===== config.mk =====
export PLATFORM = sky130hd
export DESIGN_NAME = recv_heartbeat
export DESIGN_NICKNAME = d
export VERILOG_FILES = /design/src/rtl/hb_pkg.sv /design/src/rtl/hb_sat_counter.sv /design/src/rtl/recv_heartbeat.sv
export SDC_FILE = /design/constraint.sdc
export NUM_CORES = 1
export LEC_CHECK = 0
export CAP_MARGIN = 20
export CORE_UTILIZATION = 35
export DETAILED_ROUTE_END_ITERATION = 6
export PLACE_DENSITY_LB_ADDON = 0.05
export SETUP_SLACK_MARGIN = 0.1
export SLEW_MARGIN = 5
export SYNTH_ARGS = -nofsm -noshare
export SYNTH_HDL_FRONTEND = slang
export SYNTH_SLANG_ARGS = --single-unit

===== constraint.sdc =====
create_clock -name clk -period 2.2 [get_ports clk]
set_input_delay 0.44 -clock clk [delete_from_list [all_inputs] [get_ports clk]]
set_output_delay 0.44 -clock clk [all_outputs]
set_load 0.02 [all_outputs]

===== src/rtl/hb_pkg.sv =====
// Shared definitions for the heartbeat receiver.
//   hb_state_t : monitor state encoding (IDLE/ARMED/ALIVE/TIMEOUT)
//   HB_DATA_W  : beat payload width
//   HB_MISS_W  : consecutive-miss counter width
package hb_pkg;

    typedef enum logic [1:0] {
        ST_IDLE    = 2'b00,
        ST_ARMED   = 2'b01,
        ST_ALIVE   = 2'b10,
        ST_TIMEOUT = 2'b11
    } hb_state_t;

    localparam int unsigned HB_DATA_W = 32;
    localparam int unsigned HB_MISS_W = 8;

endpackage


===== src/rtl/hb_sat_counter.sv =====
// Saturating up-counter with synchronous clear.
// Ports:
//   clk      : clock, rising edge
//   i_rst    : synchronous active-high reset (count -> 0)
//   i_clr    : synchronous clear (count -> 0), wins over i_inc
//   i_inc    : increment request; ignored once count is all-ones
//   o_count  : current count
module hb_sat_counter #(
    parameter int unsigned WIDTH = 8
) (
    input  logic             clk,
    input  logic             i_rst,
    input  logic             i_clr,
    input  logic             i_inc,
    output logic [WIDTH-1:0] o_count
);

    logic [WIDTH-1:0] r_count;

    always_ff @(posedge clk) begin
        if (i_rst) begin
            r_count <= '0;
        end else if (i_clr) begin
            r_count <= '0;
        end else if (i_inc && (r_count != '1)) begin
            r_count <= r_count + 1'b1;
        end
    end

    assign o_count = r_count;

endmodule


===== src/rtl/recv_heartbeat.sv =====
// Heartbeat link receiver: watchdog window, beat/miss counters, timeout
// detection and interrupt.
// Optional feature macro: HB_SEQ_CHECK_EN (payload sequence checking;
// when undefined seq_err is tied low and no compare logic exists).
// Ports:
//   clk, rst     : clock and synchronous active-high reset
//   start        : arms the monitor from IDLE
//   stop         : returns to IDLE from any state
//   clear        : zeroes counters/window, clears sticky flags,
//                  TIMEOUT -> ARMED
//   hb_in        : one-cycle beat strobe
//   hb_data      : beat payload, valid with hb_in
//   alive        : high in ALIVE
//   timeout      : high in TIMEOUT
//   timeout_irq  : one-cycle pulse on entry to TIMEOUT
//   miss_count   : consecutive missed windows (saturating)
//   beat_count   : beats since arm/clear (saturating)
//   last_data    : payload of the most recent accepted beat
//   seq_err      : sticky payload sequence error
module recv_heartbeat
    import hb_pkg::*;
#(
    parameter int unsigned TIMEOUT_CYCLES = 1000,
    parameter int unsigned MISS_LIMIT     = 3,
    parameter int unsigned CNT_W          = 16
) (
    input  logic                 clk,
    input  logic                 rst,
    input  logic                 start,
    input  logic                 stop,
    input  logic                 clear,
    input  logic                 hb_in,
    input  logic [HB_DATA_W-1:0] hb_data,
    output logic                 alive,
    output logic                 timeout,
    output logic                 timeout_irq,
    output logic [HB_MISS_W-1:0] miss_count,
    output logic [CNT_W-1:0]     beat_count,
    output logic [HB_DATA_W-1:0] last_data,
    output logic                 seq_err
);

    localparam int unsigned          WCNT_W    = $clog2(TIMEOUT_CYCLES);
    localparam logic [WCNT_W-1:0]    WCNT_LAST = WCNT_W'(TIMEOUT_CYCLES - 1);
    localparam logic [HB_MISS_W-1:0] MISS_LIM  = HB_MISS_W'(MISS_LIMIT);

    hb_state_t            r_state;
    logic [WCNT_W-1:0]    r_wcnt;
    logic                 r_alive;
    logic                 r_timeout;
    logic                 r_timeout_irq;
    logic [HB_DATA_W-1:0] r_last_data;

    logic                 w_active;
    logic                 w_clear;
    logic                 w_arm;
    logic                 w_beat;
    logic                 w_expire;
    logic                 w_cnt_clr;
    logic [HB_MISS_W-1:0] w_miss;
    logic [HB_MISS_W-1:0] w_miss_next;
    logic [CNT_W-1:0]     w_beats;

    // Priority rst > stop > clear > beat > expiry is resolved here so the
    // counters and the FSM see one consistent decision per edge.
    assign w_active    = (r_state != ST_IDLE);
    assign w_clear     = clear && !stop;
    assign w_arm       = (r_state == ST_IDLE) && start && !stop;
    assign w_beat      = w_active && hb_in && !stop && !clear;
    assign w_expire    = w_active && !hb_in && !stop && !clear && (r_wcnt == WCNT_LAST);
    assign w_cnt_clr   = w_clear || w_arm;
    assign w_miss_next = (w_miss == '1) ? w_miss : w_miss + 1'b1;

    hb_sat_counter #(.WIDTH(CNT_W)) u_beat_cnt (
        .clk     (clk),
        .i_rst   (rst),
        .i_clr   (w_cnt_clr),
        .i_inc   (w_beat),
        .o_count (w_beats)
    );

    hb_sat_counter #(.WIDTH(HB_MISS_W)) u_miss_cnt (
        .clk     (clk),
        .i_rst   (rst),
        .i_clr   (w_cnt_clr || w_beat),
        .i_inc   (w_expire),
        .o_count (w_miss)
    );

    always_ff @(posedge clk) begin
        if (rst) begin
            r_state       <= ST_IDLE;
            r_wcnt        <= '0;
            r_alive       <= 1'b0;
            r_timeout     <= 1'b0;
            r_timeout_irq <= 1'b0;
            r_last_data   <= '0;
        end else begin
            r_timeout_irq <= 1'b0;
            if (stop) begin
                r_state   <= ST_IDLE;
                r_wcnt    <= '0;
                r_alive   <= 1'b0;
                r_timeout <= 1'b0;
            end else if (r_state == ST_IDLE) begin
                r_wcnt <= '0;
                if (start) begin
                    r_state <= ST_ARMED;
                end
            end else if (clear) begin
                r_wcnt <= '0;
                if (r_state == ST_TIMEOUT) begin
                    r_state   <= ST_ARMED;
                    r_timeout <= 1'b0;
                end
            end else if (hb_in) begin
                r_wcnt      <= '0;
                r_state     <= ST_ALIVE;
                r_alive     <= 1'b1;
                r_timeout   <= 1'b0;
                r_last_data <= hb_data;
            end else if (r_wcnt == WCNT_LAST) begin
                r_wcnt <= '0;
                if (w_miss_next >= MISS_LIM) begin
                    r_state   <= ST_TIMEOUT;
                    r_alive   <= 1'b0;
                    r_timeout <= 1'b1;
                    if (r_state != ST_TIMEOUT) begin
                        r_timeout_irq <= 1'b1;
                    end
                end
            end else begin
                r_wcnt <= r_wcnt + 1'b1;
            end
        end
    end

`ifdef HB_SEQ_CHECK_EN
    logic r_seq_err;
    logic r_seq_seen;   // a beat has been accepted since the last arm/clear

    always_ff @(posedge clk) begin
        if (rst) begin
            r_seq_err  <= 1'b0;
            r_seq_seen <= 1'b0;
        end else if (w_cnt_clr) begin
            r_seq_seen <= 1'b0;
            if (w_clear) begin
                r_seq_err <= 1'b0;
            end
        end else if (w_beat) begin
            r_seq_seen <= 1'b1;
            if (r_seq_seen && (hb_data != r_last_data + 32'd1)) begin
                r_seq_err <= 1'b1;
            end
        end
    end

    assign seq_err = r_seq_err;
`else
    assign seq_err = 1'b0;
`endif

    assign alive       = r_alive;
    assign timeout     = r_timeout;
    assign timeout_irq = r_timeout_irq;
    assign miss_count  = w_miss;
    assign beat_count  = w_beats;
    assign last_data   = r_last_data;

endmodule


==> flow_summary.toml <==
[run_status]
outcome = "complete, no violations"

[yosys]
synth_most_common_cell = "nand2_1"
synth_edf_count = 0
ys_types = 44
synth.area.top_cells = "dfxtp_1 (47%), nand2_1 (10%), a21oi_1 (6.6%)"
ys_warn_count = 0
synth_top_area_share_pct = 46.7
synth_area_mm2 = 0.00304
synth_common_cells = "nand2_1 (81), dfxtp_1 (71), a21oi_1 (40)"
synth-seq-cells = 71
synth_area_leader_cell = "dfxtp_1"
synthArstFlopShare_pct = 0
yosysSeqAreaShare_pct = 46.7
ys.flop_type = "dfxtp_1"
synth_cells = 368
synth.net_count = 409
syn_avg_cell_area_um2 = 8.27

[global_route]
antenna_found_initial = 0
grt_overflow = 0
gr-usage-all-layers_pct = 17.6
grt_pass1_vias = 2615
grt_max_degree = 34
grt_first_pass_wirelength_um = 12400

[power_and_ir_drop]
clkPwrFrac_pct = 47.5
intPower_mw = 2.20
seqPwrFrac_pct = 46.7
power.leakage_nw = 1.50
combinationalPowerShare_pct = 5.7
p_sw_mw = 0.576
switching_share_pct = 20.8
pwr_density_cell_mw_per_mm2 = 618
ir_worst_vdd_mv = 0.339

[clock_tree]
ctsHoldBuffers = 0
clkSlewWorstSetupHoldPaths_ns = 0.08
clk_latency_ns = 0.35
cts_buffer_depth = 2
ctsHtreeMaxLevel = 3
cts_setup_buffers = 0
clock_sinks = 71
cts_made_buffers = 9
root_buffer = "clkbuf_8"
cts_tree = "done"
cts-resized-gates = 0

[sta]
min_period_over_period_pct = 88.7
min_period_ns = 1.95
finalSetupTns_ns = 0
max_freq_mhz = 513
maxSlewViolCount = 0
rsz0062_at_grt = "no"
relSlewSlack_pct = 58.6
skew_ns = 0.0103
tightest_slew_ns = 0.618
hold_viol_final = 0
setup_viol = 0

[worst_setup_path]
end_kind = "register"
crit_fanout = 7
path_class = "reg2reg"
arrival_ns = 2.18
cp.required_ns = 2.43
critical_path.startpoint_type = "register"

[flow_run]
cap_violations = 0

[cells_and_area]
layout-drive-gt1-share_pct = 9.56
fin_util_pct = 54.1
stdcell_area_mm2 = 0.00449
final_nets = 517
syn2layout_area_growth_pct = 47.5
diodes = 0

[floorplanning]
dieHeight_um = 95.2
die_x_um = 95.2
core_mm2 = 0.00830
initial_core_util_pct = 36.7
num_rows = 33
dieArea_mm2 = 0.00907
boundaryPins = 98

[drt]
drt_iter0_markers = 122
vias_per_cell = 4.86
drc = 0
wl_um = 7650
dr.pass1.iters = 4
ant_nets = 0
vias = 2847
wl_per_cell_um = 13.1

[placement]
place.gp.congestion = 0.814
placed_area_mm2 = 0.00423
io_buffer_count = 96
hpwlAfterDp_um = 5390

[min_path]
min_path_type = "reg2reg"
## worst max-delay path, cell delays in order (launching register included)
cell	delay [ns]
dfxtp_1	0.44
ha_1	0.26
and2_1	0.17
a21oi_1	0.07
o31a_1	0.26
or3b_1	0.39
a41o_1	0.25
## registers in the layout, indices dropped and copies added (netlist names)
signal	flops
r_state	2
alive	1
u_miss_cnt.o_count	8
timeout_irq	1
timeout	1
u_beat_cnt.o_count	16
r_wcnt	10
last_data	32
## power by group through the flow
stage	Sequential (mW)	Clock (mW)	Combinational, mW
after floorplan	1.33	0	0.0498
after detailed placement	1.33	0	0.160
after global routing	1.30	1.43	0.172
after CTS	1.30	1.37	0.161
after global placement	1.33	0	0.159
final	1.30	1.32	0.159
## cell type report
| cell class | instances | area (um^2) |
|---|---|---|
| clock buffers | 11 | 151 |
| repair buffers | 116 | 1140 |
| clock inverters | 5 | 104 |
| flip-flops and latches | 71 | 1420 |
| fillers | 784 | 3810 |
| multi-input cells | 273 | 1530 |
| inverters | 5 | 18.8 |
| well taps | 105 | 131 |
## layer usage
layer / global-route usage, % / share of wire (%) / vias to the layer above
met3: 6.94 / 5.5 / 6
li1: - / - / 1470
met4: 4.55 / 0.85 / 0
met1: 21.5 / 46 / 1309
met5: 0 / 0 / -
met2: 28.7 / 48 / 62
## final timing paths
check	from	to	slack [ns]	cells past startpoint
setup / recovery	u_miss_cnt.o_count[0]	timeout	0.25	6
hold / removal	r_wcnt[0]	r_wcnt[0]	0.44	1
setup reg to reg	u_miss_cnt.o_count[0]	timeout	0.25	6
hold reg to reg	r_wcnt[0]	r_wcnt[0]	0.44	1
## cell usage in the layout (no fill, tap or decap), types with 4 or more instances in the layout
| cell | synthesis | routed |
|---|---|---|
| nor2_1 | 38 | 38 |
| nand2_1 | 81 | 81 |
| inv_1 | 5 | 5 |
| mux2i_1 | 5 | 5 |
| clkdlybuf4s50_1 | 0 | 96 |
| nand3_1 | 13 | 13 |
| o21ai_0 | 4 | 4 |
| nand4_1 | 11 | 11 |
| dfxtp_1 | 71 | 71 |
| xnor2_1 | 15 | 15 |
| a21oi_1 | 40 | 40 |
| nor3_1 | 7 | 6 |
| xor2_1 | 10 | 10 |
| buf_4 | 1 | 18 |
| and3_1 | 6 | 6 |
| clkbuf_8 | 0 | 11 |
## cells by family after synthesis
group	synth area share (%)
AOI/OAI and AO/OA	11.1
xor gates and xnor gates	7.20
adders and majority gates	1.23
buffers and inverters	3.29
DFF	46.7
muxes	1.64
other	0.123
and+or+nand+nor	28.7
## metrics by stage
stage	cells	hold slack, ns	setup slack [ns]	power (mW)
4_1_cts	586	0.445	0.242	2.82
2_1_floorplan	368	0.413	0.297	1.38
3_5_place_dp	570	0.434	-0.0922	1.49
6_report	586	0.438	0.249	2.77
3_3_place_gp	570	0.432	-0.0770	1.49
5_1_grt	586	0.469	0.106	2.89
(Power assumes the default switching activity.)
